$ cat src/rtl/vga_sdram_port_scheduler.sv
`default_nettype none
// ============================================================================
// Module   : vga_sdram_port_scheduler
// Purpose  : Shares the single SDRAM burst port between the camera capture
//            write FIFO and the VGA display read FIFO. Picks the side that
//            gets the next burst, generates its start address and length,
//            and keeps per-side frame pointers aligned to frame starts.
//            Pixel data never passes through this block.
// Option   : VGA_DOUBLE_BUFFER_EN - two frame banks (0 and BANK_STRIDE).
//            Writes ping-pong between banks; the display reads the bank of
//            the most recently completed write frame, so no tearing.
// Ports    : iCLK, iRST_N (sync, active-low)
//            iWR_FRAME_START / iRD_FRAME_START  frame start pulses
//            iWR_USEDW / iRD_USEDW              FIFO fill levels
//            oREQ, oREQ_WR, oADDR, oLEN         burst request to controller
//            iACK, iDONE                        controller handshake
//            oRD_URGENT                         registered low-level flag
//            oUNDERRUN                          sticky display underrun
// Revision : 1.0 - initial release
// ============================================================================
module vga_sdram_port_scheduler #(
    parameter int          BURST_LEN   = 256,
    parameter int          FRAME_WORDS = 243200,
    parameter int          RD_LOW      = 128,
    parameter int          RD_DEPTH    = 1024,
    parameter logic [22:0] BANK_STRIDE = 23'h040000
) (
    input  logic        iCLK,
    input  logic        iRST_N,
    input  logic        iWR_FRAME_START,
    input  logic        iRD_FRAME_START,
    input  logic [9:0]  iWR_USEDW,
    input  logic [9:0]  iRD_USEDW,
    output logic        oREQ,
    output logic        oREQ_WR,
    output logic [22:0] oADDR,
    output logic [8:0]  oLEN,
    input  logic        iACK,
    input  logic        iDONE,
    output logic        oRD_URGENT,
    output logic        oUNDERRUN
);

    localparam logic [17:0] c_BURST = 18'(BURST_LEN);
    localparam logic [17:0] c_FRAME = 18'(FRAME_WORDS);
    localparam logic [17:0] c_RDLOW = 18'(RD_LOW);
    localparam logic [17:0] c_TOPUP = 18'(RD_DEPTH - BURST_LEN);

    typedef enum logic [1:0] {
        S_IDLE = 2'd0,
        S_ARB  = 2'd1,
        S_REQ  = 2'd2,
        S_BUSY = 2'd3
    } state_t;

    state_t      r_state;
    logic [17:0] r_wrPtr;
    logic [17:0] r_rdPtr;
    logic        r_wrPend;
    logic        r_rdPend;
    logic        r_rdActive;

    logic        w_inArb;
    logic        w_wrStartPend;
    logic        w_rdStartPend;
    logic        w_wrApply;
    logic        w_rdApply;
    logic [17:0] w_wrPtrEff;
    logic [17:0] w_rdPtrEff;
    logic [17:0] w_wrRem;
    logic [17:0] w_rdRem;
    logic [17:0] w_wrLen;
    logic [17:0] w_rdLen;
    logic [17:0] w_wrUsed;
    logic [17:0] w_rdUsed;
    logic        w_grantRdUrg;
    logic        w_grantWr;
    logic        w_grantRdTop;
    logic [22:0] w_wrBase;
    logic [22:0] w_rdBase;
    logic [22:0] w_wrAddr;
    logic [22:0] w_rdAddr;
    logic        w_done;
    logic [17:0] w_wrAdv;
    logic [17:0] w_rdAdv;

    // Frame starts are only applied while no burst is outstanding, so a
    // start seen during REQ/BUSY waits until the burst's own advance is done.
    assign w_inArb       = (r_state == S_IDLE) || (r_state == S_ARB);
    assign w_wrStartPend = r_wrPend | iWR_FRAME_START;
    assign w_rdStartPend = r_rdPend | iRD_FRAME_START;
    assign w_wrApply     = w_inArb & w_wrStartPend;
    assign w_rdApply     = w_inArb & w_rdStartPend;

    // Arbitrate on the pointer as it will be after any frame start applied
    // this cycle, so a grant in the same cycle already targets word 0.
    assign w_wrPtrEff = w_wrApply ? 18'd0 : r_wrPtr;
    assign w_rdPtrEff = w_rdApply ? 18'd0 : r_rdPtr;
    assign w_wrRem    = c_FRAME - w_wrPtrEff;
    assign w_rdRem    = c_FRAME - w_rdPtrEff;
    assign w_wrLen    = (w_wrRem < c_BURST) ? w_wrRem : c_BURST;
    assign w_rdLen    = (w_rdRem < c_BURST) ? w_rdRem : c_BURST;
    assign w_wrUsed   = {8'd0, iWR_USEDW};
    assign w_rdUsed   = {8'd0, iRD_USEDW};

    assign w_grantRdUrg = (w_rdUsed < c_RDLOW) && (w_rdRem != 18'd0);
    assign w_grantWr    = (w_wrUsed >= w_wrLen) && (w_wrRem != 18'd0);
    assign w_grantRdTop = (w_rdUsed <= c_TOPUP) && (w_rdRem != 18'd0);

`ifdef VGA_DOUBLE_BUFFER_EN
    logic r_wrBank;
    logic r_rdBank;
    logic r_lastBank;   // bank of the most recently completed write frame
    logic w_wrBankEff;
    logic w_rdBankEff;

    assign w_wrBankEff = w_wrApply ? ~r_wrBank : r_wrBank;
    assign w_rdBankEff = w_rdApply ? r_lastBank : r_rdBank;
    assign w_wrBase    = w_wrBankEff ? BANK_STRIDE : 23'd0;
    assign w_rdBase    = w_rdBankEff ? BANK_STRIDE : 23'd0;

    always_ff @(posedge iCLK) begin
        if (!iRST_N) begin
            r_wrBank   <= 1'b0;
            r_rdBank   <= 1'b0;
            r_lastBank <= 1'b0;
        end else begin
            if (w_wrApply) begin
                r_wrBank <= ~r_wrBank;
            end
            if (w_rdApply) begin
                r_rdBank <= r_lastBank;
            end
            if (w_done && oREQ_WR && (w_wrAdv == c_FRAME)) begin
                r_lastBank <= r_wrBank;
            end
        end
    end
`else
    assign w_wrBase = 23'd0;
    assign w_rdBase = 23'd0;
`endif

    assign w_wrAddr = w_wrBase + {5'd0, w_wrPtrEff};
    assign w_rdAddr = w_rdBase + {5'd0, w_rdPtrEff};

    // Completion: normal iDONE in BUSY, or iACK and iDONE together in REQ.
    assign w_done  = iDONE && ((r_state == S_BUSY) || ((r_state == S_REQ) && iACK));
    assign w_wrAdv = r_wrPtr + {9'd0, oLEN};
    assign w_rdAdv = r_rdPtr + {9'd0, oLEN};

    always_ff @(posedge iCLK) begin
        if (!iRST_N) begin
            r_state    <= S_IDLE;
            r_wrPtr    <= 18'd0;
            r_rdPtr    <= 18'd0;
            r_wrPend   <= 1'b0;
            r_rdPend   <= 1'b0;
            r_rdActive <= 1'b0;
            oREQ       <= 1'b0;
            oREQ_WR    <= 1'b0;
            oADDR      <= 23'd0;
            oLEN       <= 9'd0;
            oRD_URGENT <= 1'b0;
            oUNDERRUN  <= 1'b0;
        end else begin
            oRD_URGENT <= (w_rdUsed < c_RDLOW);
            oUNDERRUN  <= oUNDERRUN | (r_rdActive && (iRD_USEDW == 10'd0));

            r_wrPend <= w_inArb ? 1'b0 : w_wrStartPend;
            r_rdPend <= w_inArb ? 1'b0 : w_rdStartPend;

            if (w_wrApply) begin
                r_wrPtr <= 18'd0;
            end else if (w_done && oREQ_WR) begin
                r_wrPtr <= w_wrAdv;
            end

            if (w_rdApply) begin
                r_rdPtr <= 18'd0;
            end else if (w_done && !oREQ_WR) begin
                r_rdPtr <= w_rdAdv;
            end

            // A display frame is in progress from its vsync until its last
            // read burst completes.
            if (iRD_FRAME_START) begin
                r_rdActive <= 1'b1;
            end else if (w_done && !oREQ_WR && (w_rdAdv == c_FRAME)) begin
                r_rdActive <= 1'b0;
            end

            case (r_state)
                S_IDLE: begin
                    r_state <= S_ARB;
                end
                S_ARB: begin
                    if (w_grantRdUrg) begin
                        oREQ    <= 1'b1;
                        oREQ_WR <= 1'b0;
                        oADDR   <= w_rdAddr;
                        oLEN    <= w_rdLen[8:0];
                        r_state <= S_REQ;
                    end else if (w_grantWr) begin
                        oREQ    <= 1'b1;
                        oREQ_WR <= 1'b1;
                        oADDR   <= w_wrAddr;
                        oLEN    <= w_wrLen[8:0];
                        r_state <= S_REQ;
                    end else if (w_grantRdTop) begin
                        oREQ    <= 1'b1;
                        oREQ_WR <= 1'b0;
                        oADDR   <= w_rdAddr;
                        oLEN    <= w_rdLen[8:0];
                        r_state <= S_REQ;
                    end
                end
                S_REQ: begin
                    if (iACK) begin
                        oREQ    <= 1'b0;
                        r_state <= iDONE ? S_IDLE : S_BUSY;
                    end
                end
                S_BUSY: begin
                    if (iDONE) begin
                        r_state <= S_IDLE;
                    end
                end
                default: begin
                    r_state <= S_IDLE;
                end
            endcase
        end
    end

endmodule
`default_nettype wire
$ cat config.mk
export PLATFORM = sky130hd
export DESIGN_NAME = vga_sdram_port_scheduler
export DESIGN_NICKNAME = d
export VERILOG_FILES = /design/src/rtl/vga_sdram_port_scheduler.sv
export SDC_FILE = /design/constraint.sdc
export NUM_CORES = 1
export LEC_CHECK = 0
export CAP_MARGIN = 20
export CORE_MARGIN = 4
export CORE_UTILIZATION = 62
export DETAILED_ROUTE_END_ITERATION = 7
export PLACE_DENSITY = 0.84
export SETUP_SLACK_MARGIN = 0.15
export SYNTH_ARGS = -nofsm -noshare
export SYNTH_HDL_FRONTEND = slang
export SYNTH_SLANG_ARGS = --single-unit
$ cat constraint.sdc
create_clock -name iCLK -period 9.5 [get_ports iCLK]
set_clock_uncertainty 0.15 [all_clocks]
set_input_delay 1.425 -clock iCLK [delete_from_list [all_inputs] [get_ports iCLK]]
set_output_delay 1.425 -clock iCLK [all_outputs]
set_load 0.02 [all_outputs]
# Word-level counts from Yosys, hierarchy flattened
# Cells that the tools add are included.
# classes
addsub	4
magnitude_cmp	5
n_eq_ne	7
mux	27
bitwise	6
reduce_logical	25
# op_table
cell	count
$mux 23	3
$mux 18	3
$add 18x9->18	2
$lt 18x9->1 const B	2
$mux 9	4
$reduce_bool 18->1	2
$sub 18x18->18 const A	2
$eq 18x18->1 const B	1
$ge 10x18->1	1
$mux 2	6
$le 10x10->1 const B	1
$logic_not 10->1	1
$lt 10x8->1 const B	1
$logic_and 1x1->1	9
$mux 1	9
$pmux 2 s4	1
$reduce_and 3->1	2
$reduce_or 2->1	3
$eq 2x2->1 const B	2
$ne 2x2->1 const B	2
$ne 4x4->1 const B	1
$reduce_bool 2->1	2
$or 1x1->1	3
$reduce_bool 3->1	1
8 further kinds	10
# totals
regBits	77
input_bits	26

# Logic depth before layout (Yosys ltp)
# Gate-level depths: netlist (run 1).
# logic_depth
word_depth	12
mapped_depth	27

# Least setup slack after synthesis (run 1)
# OpenSTA, ideal clock, no wires.
# synth_timing
kind	input to register
start	in iWR_FRAME_START
end	reg oADDR[17]
setup_ns	0.137
t_arrival_ns	6.274
t_required_ns	9.213
slack_ns	2.939
stages	23
n_path_buf	6
cell_sequence	o22ai_1 > clkbuf_1 > buf_2 > nand2_1 > ha_1 > clkbuf_1 > a31oi_1 > mux2i_1 > nor4_1 > nand3b_1 > nor2_1 > clkbuf_1 > nand3_1 > ha_1 > or3_1 > a221o_1 > a31oi_1 > nor2_1 > a32o_1 > buf_2 > buf_1 > o21ai_1 > a31oi_1
# synth_between
elab_chain_cells	10
word_cells_on_any_way	13
# synth_lines
element	line	text
start: declaration	30	input logic iWR_FRAME_START,
$or 1x1->1 *	90	assign w_wrStartPend = r_wrPend | iWR_FRAME_START;
$and 1x1->1 *	92	assign w_wrApply = w_inArb & w_wrStartPend;
$mux 18 *	97	assign w_wrPtrEff = w_wrApply ? 18'd0 : r_wrPtr;
$sub 18x18->18	99	assign w_wrRem = c_FRAME - w_wrPtrEff;
$lt 18x9->1	101	assign w_wrLen = (w_wrRem < c_BURST) ? w_wrRem : c_BURST;
$mux 18	101	
$ge 10x18->1	107	assign w_grantWr = (w_wrUsed >= w_wrLen) && (w_wrRem != 18'd0);
$logic_and 1x1->1	107	
$reduce_bool 3->1 (no line) or $mux 23 (tied branches)	--	
$reduce_and 2->1 (no line) or $mux 23 (tied branches)	--	
end signal: assignment	201	oADDR <= w_rdAddr;
end signal: assignment	207	oADDR <= w_wrAddr;
end signal: assignment	213	oADDR <= w_rdAddr;
end: declaration	36	output logic [22:0] oADDR,
# Mark *: on every way between the ends. The rest lies on a longest branch, timed or not.
# A chain may end at the register's enable or synchronous reset.

# Worst setup path after layout (run 1)
# layout_timing
start	in iWR_FRAME_START
end	reg oADDR[12]
# Same word-level chain as after synthesis.

==> results_dict.tcl, run 1 <==
set metrics [dict create \
    gp_congestion 0.9207 \
    endpoint_kind "flop" \
    wl_per_cell_um 17.79 \
    post_drt_via_cell_ratio 6.584 \
    cts-hold-fix-buffers 0 \
    cts_made_buffers 9 \
    synth_edf_count 0 \
    timing.critical_path.buf_inv 3 \
    path_common_cell "a31oi_1" \
    slew_viol_final 0 \
    finalWorstSetupSlack_ns 2.304 \
    comb_power_share_pct 38.7 \
    slowest_delay_ns 0.60 \
    cts.root.buffer_cell "clkbuf_8" \
    critPathKind "in -> reg" \
    pre_cts_ws_ns 2.051 \
    clock_latency_ns 0.36 \
    min_period_ns 7.196 \
    synth_compound_area_share_pct 26.10 \
    cp.required_ns 9.57 \
    synth_xor_area_share_pct 3.401 \
    async_flop_share_pct 0 \
    syn2layout_area_growth_pct 11.06 \
    slew_headroom_pct 40.62 \
    die_x_um 103.6 \
    antenna_left 0 \
    core_sq_um 8806 \
    synthMuxAreaShare_pct 1.966 \
    wl_mm 15.64 \
    setup_viol 0 \
    hp-class "reg -> reg" \
    route.detailed.drc 0 \
    yosys_register_bits 72 \
    syn_inst 756 \
    antenna_found_initial 0 \
    cts_tree "done" \
    synth_top_area_share_pct 25.44 \
    drive_gt1_share_pct 5.058 \
    port_buffers 56 \
    p_sw_uw 414.3 \
    setup_tns_ns 0 \
    power.share.clock_pct 23.3 \
    yosysWarningCount 0 \
    cts.clk_slew.worst_paths_ns 0.08 \
    synth_top_family_by_area "simple AND/OR/NAND/NOR gates" \
    vdd_drop_max_uv 82.32 \
    grt_pass1_vias 5201 \
    nNetsFinal 830 \
    status "completed" \
    critPathLaunchType "primary input" \
    critical-path-top-delay-family "simple AND/OR/NAND/NOR gates" \
    cts_setup_buffers 0 \
    ys_top_cells_by_area "dfxtp_1 25%, ha_1 7.7%, nand3_1 5.4%" \
    ys.flop_type "dfxtp_1" \
    rows 34 \
    arrival_ns 7.27 \
    fin_util_pct 71.46 \
    fillers 732 \
    gr-total-overflow 0 \
    dp_hpwl_mm 11.48 \
    grt_max_degree 56 \
    fp.dieH_um 103.6 \
    h-tree-depth 3 \
    crit_slowest_cell "nor2_1" \
    cts_max_path_buffers 2 \
    crit_path_max_fanout 55 \
    drt_iter0_markers 500 \
    grt_pass1_wl_mm 25.90 \
    p_leak_uw 0.002227 \
    synth_top_area_cell "dfxtp_1" \
    io_pins 62 \
    first_pass_iters 5 \
    post-route-period-util_pct 75.74 \
    synthSimpleGateAreaFrac_pct 27.14 \
    die_area_sq_um 10730 \
    synthAdderAreaFrac_pct 8.436 \
    path_cells "clkdlybuf4s50_1, o22ai_2, buf_4, nand2_1, ha_1, a31oi_1, mux2_2, nor4_1, nand3b_1, nor2_1, nand3_1, ha_1, or3_1, a221o_1, a31oi_1, nor2_1, a32o_1, buf_4, o21ai_0, a31oi_1" \
    ys_seq_area_share_pct 25.44 \
    hold_viol 0 \
    maxCapViolations 0 \
    start_util_pct 64.34 \
    synth.distinct_cells 77 \
    via_count 5787 \
    swShare_pct 39.85 \
    seqPwrFrac_pct 38.0 \
    worst_pin_slew_ns 0.8839 \
    clock-sinks 72 \
    internal-power_uw 625.3 \
    synth_area_sq_um 5665 \
    diodes 0 \
    grt_usage_pct 28.71 \
    max_freq_ghz 0.1390 \
    p_per_area_nw_per_um2 165.2 \
    avgSynthCellArea_sq_um 7.494 \
    rsz0062_at_grt "no" \
    cts_resized 0 \
]
==> cell usage after synthesis, types with 12 or more instances <==
cell type  count
ha_1          35
nand2b_1      15
dfxtp_1       72
o21ai_0       44
buf_2         18
a31oi_1       37
inv_1         30
nand2_1       72
o21ai_1       14
nor2_1        46
nor3_1        12
xnor2_1       19
a21oi_1       41
nand3_1       61
clkbuf_1      33
or3_1         14
==> layout make-up <==
type / count / area, sq um / area share (%)
Multi-Input combinational cell: 594 / 3834 / 60.93
Clock buffer: 12 / 135.1 / 2.148
Tap cell: 108 / 135.1 / 2.148
Inverter: 30 / 112.6 / 1.790
Clock inverter: 3 / 43.79 / 0.6960
Timing Repair Buffer: 60 / 590.6 / 9.386
Sequential cell: 72 / 1441 / 22.91
==> state kept, by name (all words and copies together) (netlist names) <==
name        flops
oADDR          18
r_rdPtr        18
r_wrPtr        18
oLEN            9
r_state         2
oRD_URGENT      1
oREQ            1
oREQ_WR         1
oUNDERRUN       1
r_rdActive      1
r_rdPend        1
r_wrPend        1
==> cells by family (layout without fill, tap and decap cells) <==
kind of cell / Yosys count / in the layout
other: 2 / 6
buffers and inverters: 94 / 105
AND/OR/NAND/NOR: 295 / 295
multiplexers: 11 / 11
XOR/XNOR: 22 / 22
adder cells (fa/ha/maj): 37 / 37
flip-flops: 72 / 72
AO/OA/AOI/OAI: 223 / 223
==> power by group through the flow <==
stage	combinational (uW)	sequential, uW	clock (uW)
final	402	395	243
after CTS	398	393	244
after global placement	387	398	0
after global routing	436	401	258
after floorplan	222	425	0
after detailed placement	396	399	0
==> per-layer routing <==
metal / global-route usage [%] / vias to the layer above / wire length (um)
met4: 6.268 / 0 / 202
li1: - / 2792 / -
met5: 0 / - / 0
met1: 39.06 / 2726 / 6848
met2: 46.82 / 250 / 7330
met3: 6.405 / 19 / 1259
==> final timing paths <==
check / slack [ns] / cells after the start / startpoint / end
hold reg to reg: 0.32 / 1 / oUNDERRUN / oUNDERRUN
setup / recovery: 2.30 / 20 / iWR_FRAME_START / oADDR[12]
setup reg to reg: 2.95 / 21 / r_state[0] / oADDR[12]
hold / removal: 0.32 / 1 / oUNDERRUN / oUNDERRUN
==> worst reg2reg max path: cells and delay by family, from the launching register on <==
| family | cells | cell delay (ns) |
|---|---|---|
| adders and majority gates | 3 | 0.88 |
| muxes | 1 | 0.36 |
| buffers and inverters | 3 | 0.74 |
| DFF | 1 | 0.41 |
| AOI/OAI and AO/OA | 7 | 1.78 |
| and+or+nand+nor | 7 | 2.08 |
==> layout by cell type, fill, tap and decap left out, types with 30 or more instances in the layout <==
cell,instances
nor2_1,46
a21oi_1,41
a31oi_1,37
nand3_1,61
clkdlybuf4s50_1,56
dfxtp_1,72
ha_1,35
o21ai_0,44
nand2_1,72
inv_1,30
==> stage by stage <==
stage               hold WS [ns]  total power [uW]  area [sq um]  instances
finish                    0.3181              1040          6292        879
floorplan                 0.3154             647.1          5680        760
CTS                       0.3251              1035          6292        879
global route              0.3694              1095          6292        879
global placement          0.2985             785.1          6113        864
detailed placement        0.3065             795.5          6113        864
No activity file was read; power rests on OpenSTA's default activity.
==> run 2: changes to the inputs <==
--- a/config.mk
+++ b/config.mk
@@ -7,9 +7,9 @@
 export LEC_CHECK = 0
 export CAP_MARGIN = 20
 export CORE_MARGIN = 4
-export CORE_UTILIZATION = 62
+export CORE_UTILIZATION = 52
 export DETAILED_ROUTE_END_ITERATION = 7
-export PLACE_DENSITY = 0.84
+export PLACE_DENSITY = 0.74
 export SETUP_SLACK_MARGIN = 0.15
 export SYNTH_ARGS = -nofsm -noshare
 export SYNTH_HDL_FRONTEND = slang
==> constraint.sdc (replaced) <==
create_clock -name iCLK -period 5.95 [get_ports iCLK]
set_clock_uncertainty 0.15 [all_clocks]
set_input_delay 0.8925 -clock iCLK [delete_from_list [all_inputs] [get_ports iCLK]]
set_output_delay 0.8925 -clock iCLK [all_outputs]
set_load 0.02 [all_outputs]
==> results_dict.tcl, run 2 (synthesis gave the netlist of run 1 again) <==
set metrics [dict create \
    start_util_pct 54.15 \
    slew_viol_final 0 \
    pre_cts_ws_ns -0.2889 \
    dp_hpwl_mm 12.11 \
    slowest_delay_ns 0.45 \
    antenna_found_initial 0 \
    wl_per_cell_um 17.60 \
    first_pass_iters 7 \
    cts_setup_buffers 0 \
    path_cells "clkdlybuf4s50_1, o22ai_2, nand2_1, ha_1, a31oi_1, mux2_2, nor4_4, nand3b_1, nor2_2, nand3_1, ha_1, or3_1, a221o_1, a31oi_2, buf_4, inv_1, a221oi_4, o31ai_1, a21boi_1" \
    endpoint_kind "flop" \
    reg_top3 "oADDR (18), r_rdPtr (18), r_wrPtr (18)" \
    diodes 0 \
    clock-sinks 72 \
    critPathKind "in -> reg" \
    post_drt_via_cell_ratio 6.329 \
    route.detailed.drc 0 \
    p_leak_uw 0.002308 \
    drive_gt1_share_pct 6.795 \
    critPathLaunchType "primary input" \
    dp.cells 900 \
    cts_made_buffers 9 \
    slew_headroom_pct 39.84 \
    maxCapViolations 0 \
    cts-hold-fix-buffers 0 \
    antenna_left 0 \
    p_per_area_nw_per_um2 261.3 \
    h-tree-depth 3 \
    cts.root.buffer_cell "clkbuf_8" \
    nNetsFinal 838 \
    placed_cell_area_sq_um 6216 \
    status "completed" \
    hold_viol 0 \
    syn2layout_area_growth_pct 14.07 \
    rows 37 \
    rsz0062_at_grt "no" \
    gp_congestion 0.9430 \
    arrival_ns 5.59 \
    grt_usage_pct 25.32 \
    core_sq_um 10460 \
    clock_latency_ns 0.36 \
    port_buffers 56 \
    cts.clk_slew.worst_paths_ns 0.07 \
    post-route-period-util_pct 91.74 \
    stdcell_count 916 \
    io_pins 62 \
    fp.dieH_um 112.4 \
    setup_tns_ns 0 \
    fillers 981 \
    cts_tree "done" \
    grt_pass1_vias 5338 \
    vdd_drop_max_uv 127.9 \
    timing.critical_path.buf_inv 3 \
    drt_iter0_markers 475 \
    die_x_um 112.4 \
    critical-path-top-delay-family "compound AO/OA/AOI/OAI gates" \
    wl_mm 16.12 \
    setup_viol 0 \
    via_count 5797 \
    grt_pass1_wl_mm 26.57 \
    path_common_cell "ha_1" \
    final_cell_mix "72 x nand2_1, 72 x dfxtp_1, 61 x nand3_1, 56 x clkdlybuf4s50_1, 45 x nor2_1" \
    gr-total-overflow 0 \
    fin_area_sq_um 6462 \
    finalWorstSetupSlack_ns 0.4916 \
    grt_max_degree 56 \
    cts_max_path_buffers 2 \
    min_period_ns 5.458 \
    cp.required_ns 6.08 \
    worst_pin_slew_ns 0.8971 \
    max_freq_ghz 0.1832 \
    crit_path_max_fanout 6 \
    hp-class "reg -> reg" \
    crit_slowest_cell "clkdlybuf4s50_1" \
    die_area_sq_um 12630 \
]
-- run 2: final timing paths --
kind | from | endpoint | slack (ns) | depth (start not counted)
setup / recovery | iWR_FRAME_START | r_state[1] | 0.49 | 19
hold / removal | oUNDERRUN | oUNDERRUN | 0.33 | 1
setup reg to reg | r_state[0] | r_state[1] | 0.62 | 20
hold reg to reg | oUNDERRUN | oUNDERRUN | 0.33 | 1
-- run 2: worst register-to-register path, cell delays in order, from the launching register on --
cell and delay, ns:
dfxtp_1 0.40, inv_1 0.10, ha_1 0.29, o22ai_2 0.29, nand2_1 0.19, ha_1 0.32
a31oi_1 0.19, mux2_2 0.38, nor4_4 0.30, nand3b_1 0.21, nor2_2 0.28, nand3_1 0.12
ha_1 0.18, or3_1 0.36, a221o_1 0.33, a31oi_2 0.17, buf_4 0.18, inv_1 0.10
a221oi_4 0.41, o31ai_1 0.15, a21boi_1 0.15
-- run 2: repair_timing --
| item | CTS | global route |
|---|---|---|
| pin swaps | 0 | 0 |
| setup endpoints to repair | 2 | 31 |
| resized for setup | 2 | 4 |
| endpoints found under the hold margin | 0 | 0 |
-- run 2: layer usage --
layer / global-route usage [%] / vias up / part of all wire (%)
li1: - / 2803 / -
met1: 34.58 / 2757 / 45
met2: 40.60 / 212 / 47
met3: 4.313 / 25 / 5.7
met4: 8.413 / 0 / 2.2
met5: 0 / - / 0
-- run 2: cell type report --
class	count	area (sq um)	area share [%]
inverters	30	112.6	1.742
repair buffers	68	650.6	10.07
clock buffers	13	158.9	2.459
flip-flops and latches	72	1441	22.30
well taps	136	170.2	2.633
multi-input cells	594	3889	60.17
clock inverters	3	40.04	0.6196
-- run 2: stage by stage --
stage | util [%] | hold WS (ns) | power (uW)
3_3_place_gp | 59.41 | 0.2991 | 1266
6_report | 61.77 | 0.3298 | 1689
5_1_grt | 61.77 | 0.3528 | 1778
4_1_cts | 61.47 | 0.3277 | 1684
2_1_floorplan | - | 0.3164 | 1036
3_5_place_dp | 59.41 | 0.3105 | 1278
-- run 2: power breakdown --
group          leakage (uW)  switching, uW  internal [uW]
Clock              0.000103            191            216
Combinational       0.00162            386            263
Sequential         0.000586           82.0            551
